## config.mk

```make
export PLATFORM = sky130hd
export DESIGN_NAME = key_sw_conditioner
export DESIGN_NICKNAME = d
export VERILOG_FILES = /design/src/rtl/key_sw_conditioner.sv
export SDC_FILE = /design/constraint.sdc
export NUM_CORES = 1
export LEC_CHECK = 0
export BUFFER_PORTS_ARGS = -buffer_cell sky130_fd_sc_hd__buf_2
export CORE_MARGIN = 2
export CORE_UTILIZATION = 40
export CTS_BUF_LIST = sky130_fd_sc_hd__clkbuf_8
export DETAILED_ROUTE_END_ITERATION = 8
export REMOVE_ABC_BUFFERS = 1
export SLEW_MARGIN = 5
export SYNTH_ARGS = -nofsm -noshare
export SYNTH_HDL_FRONTEND = slang
export SYNTH_SLANG_ARGS = --single-unit
```

## constraint.sdc

```tcl
create_clock -name clk_clk -period 8.7 [get_ports clk_clk]
set_clock_uncertainty 0.15 [all_clocks]
set_input_delay 1.305 -clock clk_clk [delete_from_list [all_inputs] [get_ports clk_clk]]
set_output_delay 1.305 -clock clk_clk [all_outputs]
set_load 0.1 [all_outputs]
```

## src/rtl/key_sw_conditioner.sv

```systemverilog
// Purpose : 2-flop sync + debounce of raw push-buttons/slide switches, plus press/release/long-press/switch-change pulses.
// Latency : debounced level and its event pulse change 1+DEBOUNCE_CYCLES edges after the pin settles; key_long fires LONG_PRESS_CYCLES cycles after key_press.
// Backpr. : none; free-running level conditioner, every output is a registered level or a single-cycle pulse.
//
// Ports:
//   clk_clk, reset_reset    : 50 MHz system clock, asynchronous active-high reset
//   key_raw_n / sw_raw      : raw board pins (keys active-low, switches active-high)
//   key_db_n / sw_db        : debounced levels, feed the Qsys PIO exports
//   key_press/key_release   : 1-cycle pulses on debounced key 1->0 / 0->1
//   key_long                : 1-cycle pulse once per press held for LONG_PRESS_CYCLES
//   sw_change               : 1-cycle pulse when any debounced switch bit changes
//   sw_valid                : sticky flag, set once every switch finished its first debounce window
module key_sw_conditioner #(
  parameter int N_KEY             = 2,
  parameter int N_SW              = 4,
  parameter int DEBOUNCE_CYCLES   = 1000000,
  parameter int LONG_PRESS_CYCLES = 100000000
) (
  input  logic             clk_clk,
  input  logic             reset_reset,
  input  logic [N_KEY-1:0] key_raw_n,
  input  logic [N_SW-1:0]  sw_raw,
  output logic [N_KEY-1:0] key_db_n,
  output logic [N_SW-1:0]  sw_db,
  output logic [N_KEY-1:0] key_press,
  output logic [N_KEY-1:0] key_release,
  output logic [N_KEY-1:0] key_long,
  output logic             sw_change,
  output logic             sw_valid
);

  localparam int DB_W    = $clog2(DEBOUNCE_CYCLES);
  // One extra code point so the long-press counter can park past the firing value.
  localparam int LP_W    = $clog2(LONG_PRESS_CYCLES + 1);
  // First window spans the synchroniser fill (2 edges) plus one debounce window,
  // so sw_valid rises on the same edge the first possible sw_db update lands.
  localparam int WIN_END = DEBOUNCE_CYCLES + 2;
  localparam int WIN_W   = $clog2(WIN_END + 1);

  localparam logic [DB_W-1:0]  DB_LAST  = DB_W'(DEBOUNCE_CYCLES - 1);
  localparam logic [DB_W-1:0]  DB_ONE   = DB_W'(1);
  localparam logic [LP_W-1:0]  LP_FIRE  = LP_W'(LONG_PRESS_CYCLES - 1);
  localparam logic [LP_W-1:0]  LP_SAT   = LP_W'(LONG_PRESS_CYCLES);
  localparam logic [LP_W-1:0]  LP_ONE   = LP_W'(1);
  localparam logic [WIN_W-1:0] WIN_DONE = WIN_W'(WIN_END);
  localparam logic [WIN_W-1:0] WIN_ONE  = WIN_W'(1);

  logic [N_KEY-1:0] key_s1, key_s2, key_db_nxt, key_long_nxt;
  logic [N_SW-1:0]  sw_s1, sw_s2, sw_db_nxt, win_done_nxt;

  logic [DB_W-1:0]  key_cnt     [N_KEY];
  logic [DB_W-1:0]  key_cnt_nxt [N_KEY];
  logic [DB_W-1:0]  sw_cnt      [N_SW];
  logic [DB_W-1:0]  sw_cnt_nxt  [N_SW];
  logic [LP_W-1:0]  lp_cnt      [N_KEY];
  logic [LP_W-1:0]  lp_cnt_nxt  [N_KEY];
  logic [WIN_W-1:0] win_cnt     [N_SW];
  logic [WIN_W-1:0] win_cnt_nxt [N_SW];

  // Key debounce: count consecutive samples that disagree with the accepted
  // level; any agreeing sample (a bounce back) restarts the count.
  always_comb begin
    key_db_nxt = key_db_n;
    for (int i = 0; i < N_KEY; i++) begin
      key_cnt_nxt[i] = '0;
      if (key_s2[i] != key_db_n[i]) begin
        if (key_cnt[i] == DB_LAST) begin
          key_db_nxt[i] = key_s2[i];
        end else begin
          key_cnt_nxt[i] = key_cnt[i] + DB_ONE;
        end
      end
    end
  end

  // Switch debounce, same rule as the keys.
  always_comb begin
    sw_db_nxt = sw_db;
    for (int i = 0; i < N_SW; i++) begin
      sw_cnt_nxt[i] = '0;
      if (sw_s2[i] != sw_db[i]) begin
        if (sw_cnt[i] == DB_LAST) begin
          sw_db_nxt[i] = sw_s2[i];
        end else begin
          sw_cnt_nxt[i] = sw_cnt[i] + DB_ONE;
        end
      end
    end
  end

  // Long press: lp_cnt holds the number of cycles since key_press while the key
  // stays down. It fires while passing LP_FIRE and then parks at LP_SAT, which
  // is what stops a repeat until the key is released.
  always_comb begin
    for (int i = 0; i < N_KEY; i++) begin
      key_long_nxt[i] = 1'b0;
      if (key_db_n[i]) begin
        lp_cnt_nxt[i] = '0;
      end else if (lp_cnt[i] != LP_SAT) begin
        lp_cnt_nxt[i]   = lp_cnt[i] + LP_ONE;
        key_long_nxt[i] = (lp_cnt[i] == LP_FIRE);
      end else begin
        lp_cnt_nxt[i] = lp_cnt[i];
      end
    end
  end

  // First-window counters, saturating at WIN_DONE.
  always_comb begin
    for (int i = 0; i < N_SW; i++) begin
      if (win_cnt[i] == WIN_DONE) begin
        win_cnt_nxt[i] = win_cnt[i];
      end else begin
        win_cnt_nxt[i] = win_cnt[i] + WIN_ONE;
      end
      win_done_nxt[i] = (win_cnt_nxt[i] == WIN_DONE);
    end
  end

  always_ff @(posedge clk_clk or posedge reset_reset) begin
    if (reset_reset) begin
      key_s1      <= '1;
      key_s2      <= '1;
      key_db_n    <= '1;
      sw_s1       <= '0;
      sw_s2       <= '0;
      sw_db       <= '0;
      key_press   <= '0;
      key_release <= '0;
      key_long    <= '0;
      sw_change   <= 1'b0;
      sw_valid    <= 1'b0;
      for (int i = 0; i < N_KEY; i++) begin
        key_cnt[i] <= '0;
        lp_cnt[i]  <= '0;
      end
      for (int i = 0; i < N_SW; i++) begin
        sw_cnt[i]  <= '0;
        win_cnt[i] <= '0;
      end
    end else begin
      key_s1      <= key_raw_n;
      key_s2      <= key_s1;
      sw_s1       <= sw_raw;
      sw_s2       <= sw_s1;
      key_db_n    <= key_db_nxt;
      sw_db       <= sw_db_nxt;
      // Pulses come from the same next-state terms as the levels, so each
      // pulse is high in exactly the cycle its level changes.
      key_press   <= key_db_n & ~key_db_nxt;
      key_release <= ~key_db_n & key_db_nxt;
      key_long    <= key_long_nxt;
      sw_change   <= |(sw_db ^ sw_db_nxt);
      sw_valid    <= sw_valid | (&win_done_nxt);
      for (int i = 0; i < N_KEY; i++) begin
        key_cnt[i] <= key_cnt_nxt[i];
        lp_cnt[i]  <= lp_cnt_nxt[i];
      end
      for (int i = 0; i < N_SW; i++) begin
        sw_cnt[i]  <= sw_cnt_nxt[i];
        win_cnt[i] <= win_cnt_nxt[i];
      end
    end
  end

endmodule

```

-- Word level (Yosys, flattened, before mapping)
Index checks and enable logic that the tools add are counted.
- register bits: 280
- input bits: 8
- word-level logic and storage cells: 105
- $add $sub $neg: 12
- equal/unequal tests: 24
- multiplexer cells: 36
- bitwise logic cells: 6
- reduce and logical (&&, ||, !) cells: 4
- operator list (kind ; number):
    $mux W20 ; 16
    $eq A20 B20 Y1 const B ; 14
    $add A20 B1 Y20 const B ; 10
    $mux W27 ; 4
    $add A27 B1 Y27 const B ; 2
    $eq A27 B27 Y1 const B ; 2
    $ne A27 B27 Y1 const B ; 2
    $mux W1 ; 16
    $ne A1 B1 Y1 ; 6
    $and A2 B2 Y2 ; 2
    $not A2 Y2 ; 2
    $reduce_and A4 Y1 ; 1
    $reduce_bool A2 Y1 ; 2
    $reduce_or A4 Y1 ; 1
    $xor A4 B4 Y4 ; 1
    $or A1 B1 Y1 ; 1

-- Longest topological paths before layout
Gate-level depths: netlist of the first run.
- depth in word-level cells: 5
- mapped depth: 9
- gate-level depth less buffers: 9

-- Least setup slack after synthesis of the first run
OpenSTA, ideal clock, no wires.
- kind: register -> register
- start point: reg win_cnt[0] in the netlist's numbering
- end point: reg sw_valid
- library setup time: 0.103 ns
- data arrival time: 2.373 ns
- setup slack: 6.073 ns
- stages on the path, launching flop included: 10
- path buffers: 1
- cell sequence: dfrtp_1 ha_1 nand3_4 or3_1 buf_2 xnor2_1 or4_1 nor4b_1 nand4_1 o41ai_2
- RTL lines (item ; line ; RTL):
    start, declared ; 57 ; logic [WIN_W-1:0] win_cnt [N_SW];
    start signal, assigned by index ; 161 ; win_cnt[i] <= win_cnt_nxt[i];
    end signal, assigned ; 154 ; sw_valid <= sw_valid | (&win_done_nxt);
    end, declared ; 29 ; output logic sw_valid

-- Final worst setup path of the first run
- start point: reg key_db_n[1]
- end point: out key_db_n[1]
- RTL lines (item ; line ; RTL):
    start, declared ; 23 ; output logic [N_KEY-1:0] key_db_n,
    start signal, assigned ; 146 ; key_db_n <= key_db_nxt;
No word-level cell between the ends.

==> summary.txt, run 1 <==
Route
  – Drt first pass iters: 4
  – Antenna-violating nets left: 0
  – Drt drc: 0
  – Final WL: 25900 µm
  – Drt wl/cell: 13.7 µm
  – Via density: about 5.1
  – Initial drt markers: a little under 600
  – Vias: approximately 9600

Global routing
  – Total gr overflow: 0
  – Initial antenna violation count: 0
  – Number of global-route vias before repair: 9361
  – First-pass GRT wire length: 45900 µm
  – All-Layer GR Usage: 0.153
  – Largest net degree at the start of global routing: 162

Clock tree
  – H-tree depth: 2
  – CTS resizes: 0
  – Root Buffer: clkbuf_8
  – Number of buffers created by CTS: roughly 50
  – CTS max path bufs: 3
  – # hold bufs at CTS: 0
  – Sink Count: 280
  – Worst-skew pair later-pin latency: roughly 0.6 ns
  – CTS tree: built
  – CTS clk-pin slew, worst paths: around 0.060 ns
  – Post-CTS setup buffer count: 0

Synth
  – Top area cells in the synthesized netlist: dfrtp_1 50%, xor2_1 8.4%, xnor2_1 6.0%
  – Mapped cell area: ~0.014 mm²
  – Post-synthesis mux area share: 0.0123
  – Largest family of logic cells by synthesized area: simple AND/OR/NAND/NOR gates
  – Synth top area share: 0.502
  – Async SR Flop Fraction: 1.00
  – Seq cells post-synth: 280
  – Synth warn: 0
  – Seq/Total Area, Yosys: 0.514
  – Synth Area in XOR/XNOR: 0.144
  – Syn Area/Cell: 10.0 µm²
  – Compound-Gate Fraction of Synth Area: 0.0292
  – EDFF count, synth: 0
  – Adder-cell share of the synthesized area: 0.0165
  – Post-synth cell types: 66
  – Largest area contributor in the netlist: dfrtp_1
  – Main synth FF type: dfrtp_1
  – Cells after synthesis: roughly 1400
  – Simple-gate area share of the yosys netlist: 0.261

Placed design
  – Port bufs: 21
  – Placed inst area: 0.0142 mm²
  – Hpwl dp: 17000 µm
  – Final GP Congestion: slightly below 0.8

Cells and area
  – Fraction of layout cells with a size suffix above 1: 0.0957
  – Most common cell after layout, fill and taps aside: dfrtp_1
  – NumNets Final: between 1000 and 1500
  – Finished Cell Area: ~0.015 mm²
  – Most frequent cells in the layout: 274 x dfrtp_1, 216 x nor2_1, 131 x xor2_1
  – Utilization after layout: 0.455
  – ANT cells: 0
  – Syn-to-layout area delta: 11.8%

Die
  – Starting Density: 0.407
  – Core area: 0.0335 mm²
  – Ports: 22
  – Die area: 0.0356 mm²
  – Row count: 67
  – Die span in x: 189 µm
  – Die height: around 190 µm

Setup path
  – R2r setup slk: 5.83 ns
  – Crit. End Element: primary output
  – Worst EP required: 7.24 ns
  – Worst path arrival time: 2.02 ns
  – FF-to-FF End: sw_valid
  – WP buf/inv: 1
  – Worst path cell trace: buf_2
  – CP Launch Type: flop
  – Reg2reg path depth: 8
  – Setup CP Type: flop to primary output
  – CP top delay family: flip-flops
  – Critical path's largest stage delay: 0.90 ns
  – R2r startpoint: win_cnt[0]
  – CP Max Fanout: 33
  – Critical-path top delay cell: dfstp_2

Worst hold path
  – Min-delay src: sw_s1[2]
  – Worst min-delay path class: flop to flop
  – Hold path cells: 0
  – Min-Delay Endpoint: sw_s2[2]

STA
  – Slew at the pin closest to its max-slew limit: 0.869 ns
  – Unrepaired setup endpoints after global routing: false
  – Fin crit share: 0.400
  – Slew HR: 0.420
  – Hold Vio Cnt, Final: 0
  – Final Slew Violations: 0
  – Min Tclk post-route: 3.48 ns
  – Setup violations, final: 0
  – F_max: roughly 0.29 GHz
  – Final hold slack: a little under 0.2 ns

Power
  – PwrDens: 172 mW/mm²
  – Peak VDD IR: slightly above 0.0001 V
  – Leak: 0.00671 µW

Outcome
  – Status: completed

Run
  – Max-cap viol count: 0
power by group:
part | total, µW | switching (µW) | internal, µW | leakage [µW]
Clock | 1250 | 551 | 702 | 0.000600
Combinational | 50.4 | 39.7 | 10.7 | 0.00234
Sequential | 1320 | 7.98 | 1310 | 0.00377
cell type report:
| cell class | count | area, µm² |
|---|---|---|
| clock buffer | 65 | 895 |
| clock inverter | 27 | 153 |
| fill | 3191 | 18300 |
| inverter | 39 | 154 |
| multi-input combinational | 1006 | 6330 |
| sequential | 280 | 7010 |
| tap | 448 | 561 |
| timing repair buffer | 25 | 148 |
cells in the mapped netlist (all sizes together) (13+ instances only):
cell type and n:
nand2b 13, inv 39, nor2 216, nand3 104
o21ai 21, clkbuf 25, nor3 33, xor2 131
nor4b 15, nand2 101, and3 36, dfrtp 274
nor4 28, ha 18, xnor2 94, nand4 47
and4 16, or3 18, buf 13, a21oi 20
state kept, by name, indices dropped and copies added (netlist names):
| register | flops |
|---|---|
| sw_valid | 1 |
| win_cnt | 80 |
| key_press | 2 |
| key_release | 2 |
| key_db_n | 2 |
| sw_s2 | 4 |
| sw_s1 | 4 |
| key_long | 2 |
| sw_db | 4 |
| sw_cnt | 80 |
| key_s2 | 2 |
| sw_change | 1 |
| key_s1 | 2 |
| key_cnt | 40 |
| lp_cnt | 54 |
cell families (layout without fill, tap and decap cells):
logic type	after synthesis	count (layout)
simple gates	683	683
flops	280	280
xor+xnor	225	225
buf+inv	77	156
compound gates	64	64
fa+ha+maj	18	18
mux	16	16
worst max path at each step:
| stage | to | depth (start not counted) | startpoint | slack, ns |
|---|---|---|---|---|
| 3_3_place_gp | win_cnt[70] | 3 | reset_reset | 5.63 |
| 5_1_grt | key_db_n[1] | 1 | key_db_n[1] | 5.11 |
| 6_report | key_db_n[1] | 1 | key_db_n[1] | 5.22 |
| 4_1_cts | key_db_n[1] | 1 | key_db_n[1] | 5.17 |
| 3_5_place_dp | win_cnt[72] | 3 | reset_reset | 5.61 |
| 2_1_floorplan | key_cnt[0] | 1 | reset_reset | -0.47 |
through the flow:
stage	cells	setup WS [ns]	TNS, ns	power (µW)
global placement	1798	5.63	0	1400
floorplan	1325	-0.467	-128.03	1380
detailed placement	1798	5.61	0	1400
global route	1890	5.11	0	2750
finish	1890	5.22	0	2620
CTS	1890	5.17	0	2680
layer usage:
metal | GRT usage | vias up | routed length (µm)
li1 | - | 4772 | -
met1 | 0.222 | 4603 | 12900
met2 | 0.229 | 145 | 11400
met3 | 0.0307 | 52 | 976
met4 | 0.0499 | 0 | 626
met5 | 0 | - | 0
Note: power is estimated with default switching activity, not from simulation.
==> run 2, diff against run 1 <==
==> constraint.sdc (replaced) <==
create_clock -name clk_clk -period 3 [get_ports clk_clk]
set_clock_uncertainty 0.15 [all_clocks]
set_input_delay 0.45 -clock clk_clk [delete_from_list [all_inputs] [get_ports clk_clk]]
set_output_delay 0.45 -clock clk_clk [all_outputs]
set_load 0.1 [all_outputs]
==> summary.txt, run 2 (synthesis results as in run 1) <==
Setup path
  – Worst path arrival time: 3.14 ns
  – Worst EP required: 3.32 ns
  – CP Max Fanout: 6
  – CP Launch Type: flop
  – Critical path depth in cells: 8
  – Critical path's largest stage delay: 0.49 ns
  – Reg2reg path depth: 8
  – Setup CP Type: flop to flop
  – Crit. End Element: flop
  – WP buf/inv: 0
  – Crit path from: win_cnt[1]
  – Worst path cell trace: ha_1 > nand3_4 > or3_1 > xnor2_1 > or4_1 > nor4b_1 > nand4_1 > o41ai_2
  – R2r startpoint: win_cnt[1]
  – CP top delay family: simple AND/OR/NAND/NOR gates
  – Critical-path top delay cell: or3_1

Route
  – Final WL: 25900 µm
  – Via density: 5.03
  – Initial drt markers: 477
  – Drt drc: 0
  – Drt wl/cell: 13.6 µm
  – Drt first pass iters: 4
  – Antenna-violating nets left: 0
  – Vias: 9544

Clock tree
  – CTS clk-pin slew, worst paths: 0.06 ns
  – Root Buffer: clkbuf_8
  – Worst-skew pair later-pin latency: ~0.59 ns
  – CTS tree: built
  – # hold bufs at CTS: 7
  – CTS max path bufs: 3
  – Number of buffers created by CTS: roughly 50
  – Post-CTS setup buffer count: 0
  – Sink Count: 280
  – H-tree depth: 2
  – CTS resizes: 0

Placed design
  – Final GP Congestion: 0.802
  – Placed Instances: 1806
  – Hpwl dp: between 15000 and 20000 µm
  – Port bufs: 21

Die
  – Die area: between 0.03 and 0.04 mm²
  – Ports: 22
  – Row count: 67
  – Starting Density: 0.407
  – Die span in x: ~190 µm
  – Core area: 0.0335 mm²
  – Die height: 189 µm

Cells and area
  – Final Instance Count excl. Fillers: 1899
  – Top Registers: sw_cnt (80), win_cnt (80), lp_cnt (54)
  – ANT cells: 0
  – Utilization after layout: 0.456
  – Fraction of layout cells with a size suffix above 1: 0.0944
  – Fillers: 3242
  – Most common cell after layout, fill and taps aside: dfrtp_1
  – Syn-to-layout area delta: 12.0%
  – Multi-input logic area: 0.00633 mm²
  – NumNets Final: 1442
  – Register area: 0.00701 mm²
  – Most frequent cells in the layout: 274 x dfrtp_1, 216 x nor2_1, 131 x xor2_1

STA
  – Slew HR: 0.536
  – Fin crit share: 0.939
  – Unrepaired setup endpoints after global routing: false
  – Slew at the pin closest to its max-slew limit: approximately 0.70 ns
  – Hold Vio Cnt, Final: 0
  – Final Slew Violations: 0
  – F_max: 0.355 GHz
  – Setup violations, final: 0
  – Min Tclk post-route: 2.82 ns

Power
  – Leak: 0.00674 µW
  – PwrDens: 478 mW/mm²
  – Peak VDD IR: 0.000295 V

Global routing
  – Total gr overflow: 0
  – Number of global-route vias before repair: between 9000 and 10000
  – Initial antenna violation count: 0
  – All-Layer GR Usage: 0.152
  – Largest net degree at the start of global routing: 69
  – First-pass GRT wire length: 45600 µm

Worst hold path
  – Hold path cells: 0
  – Min-delay src: sw_s1[3]
  – Worst min-delay path class: flop to flop

Outcome
  – Status: completed

Run
  – Max-cap viol count: 0
## run 2: cell types whose count changed in the layout (fill, tap and decap cells not counted), sizes merged
cell,change
bufinv,-1
clkbuf,-6
buf,+8
inv,+2
dlygate4sd3,+7
clkinv,-1
## run 2: path summary, 6_finish.rpt
check | endpoint | slack [ns]
setup reg to reg | sw_valid | 0.18
hold / removal | sw_s2[3] | 0.20
max in group asynchronous | key_s2[1] | 1.61
min in group asynchronous | sw_s2[3] | 0.31
hold reg to reg | sw_s2[3] | 0.20
setup / recovery | sw_valid | 0.18
## run 2: stage by stage
stage	worst slack (ns)	power [µW]	area (µm²)	setup TNS, ns	hold slack [ns]
after floorplan	-5.31	4000	13500	-1474.23	0.181
after global placement	0.232	4060	14300	0	0.194
final	0.182	7310	15300	0	0.204
after global routing	0.0177	7680	15300	0	0.211
after detailed placement	0.191	4060	14300	0	0.193
after CTS	0.166	7460	15300	0	0.208
## run 2: layout make-up
type | count | area share
clock inverter | 27 | 0.00769
sequential | 280 | 0.459
clock buffer | 59 | 0.0531
inverter | 39 | 0.0101
timing repair buffer | 40 | 0.0198
multi-input combinational | 1006 | 0.414
tap | 448 | 0.0367
## run 2: routing by layer
metal	track usage	vias to the layer above	routed length [µm]
met5	0	-	0
met4	0.0484	0	545
met3	0.0315	49	953
met2	0.236	114	11500
met1	0.213	4589	12900
li1	-	4792	-
## run 2: report_power, final
part | switching [µW] | internal, µW | total [µW] | leakage (µW)
Combinational | 119 | 43.0 | 162 | 0.00242
Sequential | 24.5 | 3810 | 3830 | 0.00377
Clock | 1540 | 1770 | 3310 | 0.000549
Total | 1680 | 5620 | 7310 | 0.00674
